**config.mk**
```make
export PLATFORM = sky130hd
export DESIGN_NAME = in_port_conditioner
export DESIGN_NICKNAME = d
export VERILOG_FILES = /design/src/rtl/in_port_conditioner.sv
export SDC_FILE = /design/constraint.sdc
export NUM_CORES = 1
export LEC_CHECK = 0
export ABC_AREA = 1
export CAP_MARGIN = 20
export CORE_ASPECT_RATIO = 1.1
export CORE_MARGIN = 2
export CORE_UTILIZATION = 45
export CTS_CLUSTER_DIAMETER = 60
export DETAILED_ROUTE_END_ITERATION = 10
export HOLD_SLACK_MARGIN = 0.02
export PLACE_DENSITY = 0.81
export SETUP_SLACK_MARGIN = 0.2
export SLEW_MARGIN = 30
export SYNTH_ARGS = -nofsm -noshare
export SYNTH_HDL_FRONTEND = slang
export SYNTH_SLANG_ARGS = --single-unit
```
**constraint.sdc**
```tcl
create_clock -name clk -period 1.29 [get_ports clk]
set_clock_uncertainty 0.05 [all_clocks]
set_input_delay 0.258 -clock clk [delete_from_list [all_inputs] [get_ports clk]]
set_output_delay 0.258 -clock clk [all_outputs]
set_load 0.03 [all_outputs]
```
**src/rtl/in_port_conditioner.sv**
```systemverilog
// GPIO input conditioner: per-bit synchroniser, debounce, rise/fall pulses and an
// optional sticky masked-edge interrupt, compiled in by defining IN_PORT_COND_IRQ_EN.
module in_port_conditioner #(
   parameter int               WIDTH           = 8,
   parameter int               SYNC_STAGES     = 2,
   parameter int               DEBOUNCE_CYCLES = 16,
   parameter logic [WIDTH-1:0] RESET_VALUE     = '0
) (
   input  logic             clk,
   input  logic             rst_n,
   input  logic [WIDTH-1:0] pins_in,
   output logic [WIDTH-1:0] io_port,
   output logic [WIDTH-1:0] rise,
   output logic [WIDTH-1:0] fall,
   input  logic [WIDTH-1:0] irq_mask,
   input  logic             irq_clear,
   output logic [WIDTH-1:0] edge_flags,
   output logic             irq
);

   localparam int CNT_W = (DEBOUNCE_CYCLES > 1) ? $clog2(DEBOUNCE_CYCLES) : 1;
   localparam logic [CNT_W-1:0] CNT_MAX = CNT_W'(DEBOUNCE_CYCLES - 1);
   localparam logic [CNT_W-1:0] CNT_ONE = CNT_W'(1);

   logic [WIDTH-1:0] sync_q [SYNC_STAGES];
   logic [WIDTH-1:0] sync_s;

   logic [WIDTH-1:0] io_port_q, io_port_d;
   logic [WIDTH-1:0] rise_q, rise_d;
   logic [WIDTH-1:0] fall_q, fall_d;

   // Only the first stage ever touches the raw pins.
   always_ff @(posedge clk) begin
      if (!rst_n) begin
         for (int k = 0; k < SYNC_STAGES; k++) begin
            sync_q[k] <= RESET_VALUE;
         end
      end else begin
         sync_q[0] <= pins_in;
         for (int k = 1; k < SYNC_STAGES; k++) begin
            sync_q[k] <= sync_q[k-1];
         end
      end
   end

   assign sync_s = sync_q[SYNC_STAGES-1];

   genvar gi;
   generate
      for (gi = 0; gi < WIDTH; gi++) begin : g_bit
         logic [CNT_W-1:0] cnt_q, cnt_d;

         // Any cycle where the synchronised level matches the accepted one restarts the count.
         always_comb begin
            cnt_d         = cnt_q;
            io_port_d[gi] = io_port_q[gi];
            rise_d[gi]    = 1'b0;
            fall_d[gi]    = 1'b0;
            if (sync_s[gi] == io_port_q[gi]) begin
               cnt_d = '0;
            end else if (cnt_q == CNT_MAX) begin
               cnt_d         = '0;
               io_port_d[gi] = sync_s[gi];
               rise_d[gi]    = sync_s[gi];
               fall_d[gi]    = ~sync_s[gi];
            end else begin
               cnt_d = cnt_q + CNT_ONE;
            end
         end

         always_ff @(posedge clk) begin
            if (!rst_n) begin
               cnt_q <= '0;
            end else begin
               cnt_q <= cnt_d;
            end
         end
      end
   endgenerate

   always_ff @(posedge clk) begin
      if (!rst_n) begin
         io_port_q <= RESET_VALUE;
         rise_q    <= '0;
         fall_q    <= '0;
      end else begin
         io_port_q <= io_port_d;
         rise_q    <= rise_d;
         fall_q    <= fall_d;
      end
   end

   assign io_port = io_port_q;
   assign rise    = rise_q;
   assign fall    = fall_q;

`ifdef IN_PORT_COND_IRQ_EN
   logic [WIDTH-1:0] edge_flags_q, edge_flags_d;
   logic             irq_q;

   // A masked edge arriving with irq_clear keeps its flag set.
   generate
      for (gi = 0; gi < WIDTH; gi++) begin : g_flag
         assign edge_flags_d[gi] = (edge_flags_q[gi] & ~irq_clear)
                                 | ((rise_q[gi] | fall_q[gi]) & irq_mask[gi]);
      end
   endgenerate

   always_ff @(posedge clk) begin
      if (!rst_n) begin
         edge_flags_q <= '0;
         irq_q        <= 1'b0;
      end else begin
         edge_flags_q <= edge_flags_d;
         irq_q        <= |edge_flags_d;
      end
   end

   assign edge_flags = edge_flags_q;
   assign irq        = irq_q;
`else
   logic unused_irq_inputs;

   assign unused_irq_inputs = ^{irq_mask, irq_clear};
   assign edge_flags        = '0;
   assign irq               = 1'b0;
`endif

endmodule

```
Word-level counts from Yosys, hierarchy flattened
Memory sizes are Yosys's and may differ from the RTL's.
Index checks and enable logic that the tools add are counted.
{"block": "classes", "n_addsub": 8, "n_eq_ne": 16, "muxes": 4, "bitwise": 27, "reduce_logical": 24}
{"op": "3-bit OR reduction", "n": 16}
{"op": "4-bit by 1-bit adder with 4-bit output, second input constant", "n": 8}
{"op": "4-bit == test, second input constant", "n": 8}
{"op": "1-bit inverter", "n": 25}
{"op": "8-bit 2-to-1 mux", "n": 2}
{"op": "2-bit AND reduction", "n": 8}
{"op": "1-bit == test", "n": 8}
{"op": "1-bit 2-to-1 mux", "n": 2}
{"op": "1-bit OR", "n": 2}
{"block": "totals", "register_bits": 56, "ram_bits": 16, "out_inout_bits": 33, "n_memories": 1}
{"memory": "sync_q", "depth": 2, "word_bits": 8, "rd": 2, "rd_ports_with_merged_regs": 0, "wr": 2, "line_no": "25", "rtl": "logic [WIDTH-1:0] sync_q [SYNC_STAGES];"}

Logic depth before layout (Yosys ltp)
An unclocked memory read counts as a cell.
{"block": "depth", "ltp_word": 4, "ltp_mapped": 5}

Least setup slack after synthesis
No wires, ideal clock.
{"block": "synth_path", "kind": "register -> register", "startpoint": "register io_port_q[7], in the netlist io_port[7]", "endpoint": "register g_bit[7].cnt_q[0]", "t_arrival_ns": 0.879, "slack_ns": 0.245, "path_stages_with_launch": 6, "path_buffers": 0, "cell_sequence": "dfxtp_1 > inv_1 > nand2_1 > nand2_1 > nand3_1 > nor2_1"}
{"block": "synth_via", "elab_chain_cells": 2}
{"element": "start: declaration", "line_no": "28", "rtl": "logic [WIDTH-1:0] io_port_q, io_port_d;"}
{"element": "start signal: assignment", "line_no": "87", "rtl": "io_port_q <= io_port_d;"}
{"element": "1-bit == test", "line_no": "59", "rtl": "if (sync_s[gi] == io_port_q[gi]) begin"}
{"element": "3-bit OR reduction (no line)"}
{"element": "end signal: assignment", "line_no": "75", "rtl": "cnt_q <= cnt_d;"}
{"element": "end: declaration", "line_no": "51", "rtl": "logic [CNT_W-1:0] cnt_q, cnt_d;"}
Every way passes these cells.
A chain may end at the register's enable or synchronous reset.

Final worst setup path
{"block": "layout_path", "startpoint": "register io_port_q[1], in the netlist io_port[1]", "endpoint": "output port io_port[1]"}
{"element": "end: declaration", "line_no": "12", "rtl": "output logic [WIDTH-1:0] io_port,"}
No word-level cell between the ends.

==> flow_summary.yaml <==
run_status:
  status: "complete, no violations"
setup_path:
  crit_required_ns: 0.98
  crit_path_max_fanout: 2
  worstPathArrival_ns: 0.82
  worst_path_max_delay_cell: "sky130_fd_sc_hd__dfxtp_4"
  critPathMaxStageDelay_ns: 0.35
  worst_setup_path_end_kind: "output port"
  start_kind: "register"
  timing.critical_path.cells: "buf_6"
  timing.critical_path.max_delay_family: "flip-flops"
  crit_buf_inv: 1
  setup.worst_path.class: "register to output port"
sta:
  rsz0062_at_grt: "yes"
  report.final.setup_viol: 0
  postLayoutSetupSlackWorst_ns: 0.1604
  final.setup.tns_ns: 0
  slew_viol_final: 0
  post-route-min-period_ns: 1.130
  fmaxAchievable_ghz: 0.8852
  post-route-period-util: 0.8757
  whs_ns: 0.3562
  timing.final.hold_violations: 0
pwr:
  power.ir.vdd_worst_mv: 0.7013
  internal_power_mw: 3.292
  power_density_normalized_to_cell_area_nw_per_um2: 1169
  combinational_power_share: 0.041
  pwr-share-seq: 0.530
  net-switching-power_uw: 980.3
  static-leakage-power_nw: 1.573
  clock_power_share: 0.429
  sw_frac_of_total: 0.2294
drt:
  detail_route.first_pass.iterations: 4
  wire_per_inst_um: 10.82
  num_vias: 2166
  antenna_violating_nets_post_route: 0
  post_drt_via_cell_ratio: 4.618
  totalWireLength_mm: 5.074
  route.detailed.drc: 0
  drtIter0Drc: 45
global_routing:
  antenna_found_initial: 0
  via_count_of_the_first_global_routing_pass: 2045
  groute.usage.overall: 0.1548
  aggregate_global_routing_overflow: 0
  grt_max_degree: 14
  first_pass_grt_wire_length_mm: 8.238
die:
  floorplan.die_area_um2: 6870
  die_w_um: 79.21
  floorplan.initialDensity: 0.4605
  die_y_um: 86.74
  placementRows: 30
  num_io_pins: 52
  floorplan.core_area_um2: 6081
yosys:
  dominantRegCellSynth: "sky130_fd_sc_hd__dfxtp_1"
  syn-mean-instance-area_um2: 8.384
  yosys-top-cells-count: "72 x sky130_fd_sc_hd__dfxtp_1, 64 x sky130_fd_sc_hd__nand2_1, 58 x sky130_fd_sc_hd__inv_1"
  synth.yosys.seq_area_share: 0.5147
  synthDominantCellAreaShare: 0.5147
  yosysWarnings: 0
  syn-instance-count: 334
  synth.most_common_cell: "sky130_fd_sc_hd__dfxtp_1"
  synth_edf_count: 0
  synth.top_cells.by_area: "sky130_fd_sc_hd__dfxtp_1 51%, sky130_fd_sc_hd__nand2_1 8.6%, sky130_fd_sc_hd__inv_1 7.8%"
  synth.ff_latch_count: 72
  synth_area_um2: 2800
  post_synth_num_cell_types: 16
  synth_top_area_cell: "sky130_fd_sc_hd__dfxtp_1"
  ys_async_sr_fraction: 0
cts:
  numCtsBuffers: 9
  root_buffer: "sky130_fd_sc_hd__clkbuf_8"
  htree_num_levels: 3
  cts_max_path_buffers: 2
  clock_insertion_delay_worst_skew_ns: 0.34
  cts_tree: "done"
  cts.sinks: 72
  cts_stage_hold_buffer_count: 0
  clkSlewWorstSetupHoldPaths_ns: 0.08
layout:
  finish.net_count: 411
  drive_gt1_frac: 0.2879
  synthToLayoutAreaGrowth_pct: 30.56
  filler_cells: 526
  antenna-diode-count: 0
placed_design:
  detailed_place_hpwl_mm: 3.312
  place_worst_setup_slack_ns: -0.2087
  number_of_buffer_cells_added_on_primary_ports: 33
  gp_routability_congestion: 0.7581
flow_run:
  timing.max_cap.violations: 0
worst_hold_path:
  hold_path_class: "register to register"
## worst register-to-register path, cell delays in order (launching register included)
cell	delay [ns]
sky130_fd_sc_hd__dfxtp_1	0.40
sky130_fd_sc_hd__ha_4	0.17
sky130_fd_sc_hd__nand3_1	0.12
sky130_fd_sc_hd__nand2_1	0.08
sky130_fd_sc_hd__inv_1	0.04
sky130_fd_sc_hd__nor2_1	0.10
## flip-flops by register name, summed over array words and instances (netlist names)
register / count
rise: 8
io_port: 8
sync_q: 16
fall: 8
g_bit.cnt_q: 32
## through the flow
| stage | power (mW) | utilization | cells | area (um^2) |
|---|---|---|---|---|
| 2_1_floorplan | 2.471 | - | 342 | 2830 |
| 3_3_place_gp | 2.495 | 0.5200 | 445 | 3162 |
| 3_5_place_dp | 2.500 | 0.5200 | 445 | 3162 |
| 4_1_cts | 4.288 | 0.5852 | 469 | 3558 |
| 5_1_grt | 4.410 | 0.6012 | 469 | 3656 |
| 6_report | 4.273 | 0.6012 | 469 | 3656 |
## layout by cell type, fill, tap and decap left out, drive strengths merged, types with 2 or more instances in the layout
cell type / instances
dfxtp: 72
nand2: 64
inv: 59
nor2: 53
buf: 34
nand4: 25
nand3: 24
clkbuf: 11
conb: 9
xnor2: 8
clkdlybuf4s50: 8
a21oi: 8
ha: 8
clkinv: 2
clkinvlp: 2
## final timing paths
check,startpoint,end,slack (ns),cells after the start
setup / recovery,io_port[1],io_port[1],0.16,1
hold reg to reg,sync_q[0][0],sync_q[0][8],0.36,2
hold / removal,sync_q[0][0],sync_q[0][8],0.36,2
setup reg to reg,g_bit[0].cnt_q[1],io_port[0],0.27,5
## kinds of logic after synthesis
| kind of cell | share of synthesized area |
|---|---|
| AND/OR/NAND/NOR | 0.2681 |
| flip-flops | 0.5147 |
| buffers and inverters | 0.1126 |
| AO/OA/AOI/OAI | 0.04245 |
| XOR/XNOR | 0.02502 |
| adder cells (fa/ha/maj) | 0.03575 |
| other | 0.001339 |
## cell type report
cell class	count	area, um^2	area share
tap	80	100.1	0.02738
timing repair buffer	43	441.7	0.1208
clock buffer	11	151.4	0.04141
multi-input combinational	199	1176	0.3217
inverter	59	226.5	0.06194
sequential	72	1505	0.4117
clock inverter	5	55.05	0.01506
## per-layer routing
| metal | share of wire | routed length [um] | global-route usage |
|---|---|---|---|
| met3 | 0.030 | 152 | 0.02917 |
| met2 | 0.53 | 2678 | 0.2812 |
| met4 | 0.020 | 102 | 0.1019 |
| met1 | 0.42 | 2141 | 0.1616 |
| met5 | 0 | 0 | 0 |
## what timing repair did
item | 4_1_cts | 5_1_grt
setup buffers | 8 | 0
pin swaps | 0 | 2
gates resized for setup | 149 | 24
endpoints found under the hold margin | 0 | 0
endpoints found under the setup margin | 39 | 55
## power groups by stage
stage               Sequential [mW]  Combinational [mW]  Clock, mW
floorplan                      2.32               0.149          0
global placement               2.33               0.169          0
CTS                            2.26               0.175       1.85
global route                   2.27               0.197       1.95
detailed placement             2.33               0.172          0
finish                         2.26               0.176       1.83
(Power assumes the default switching activity.)
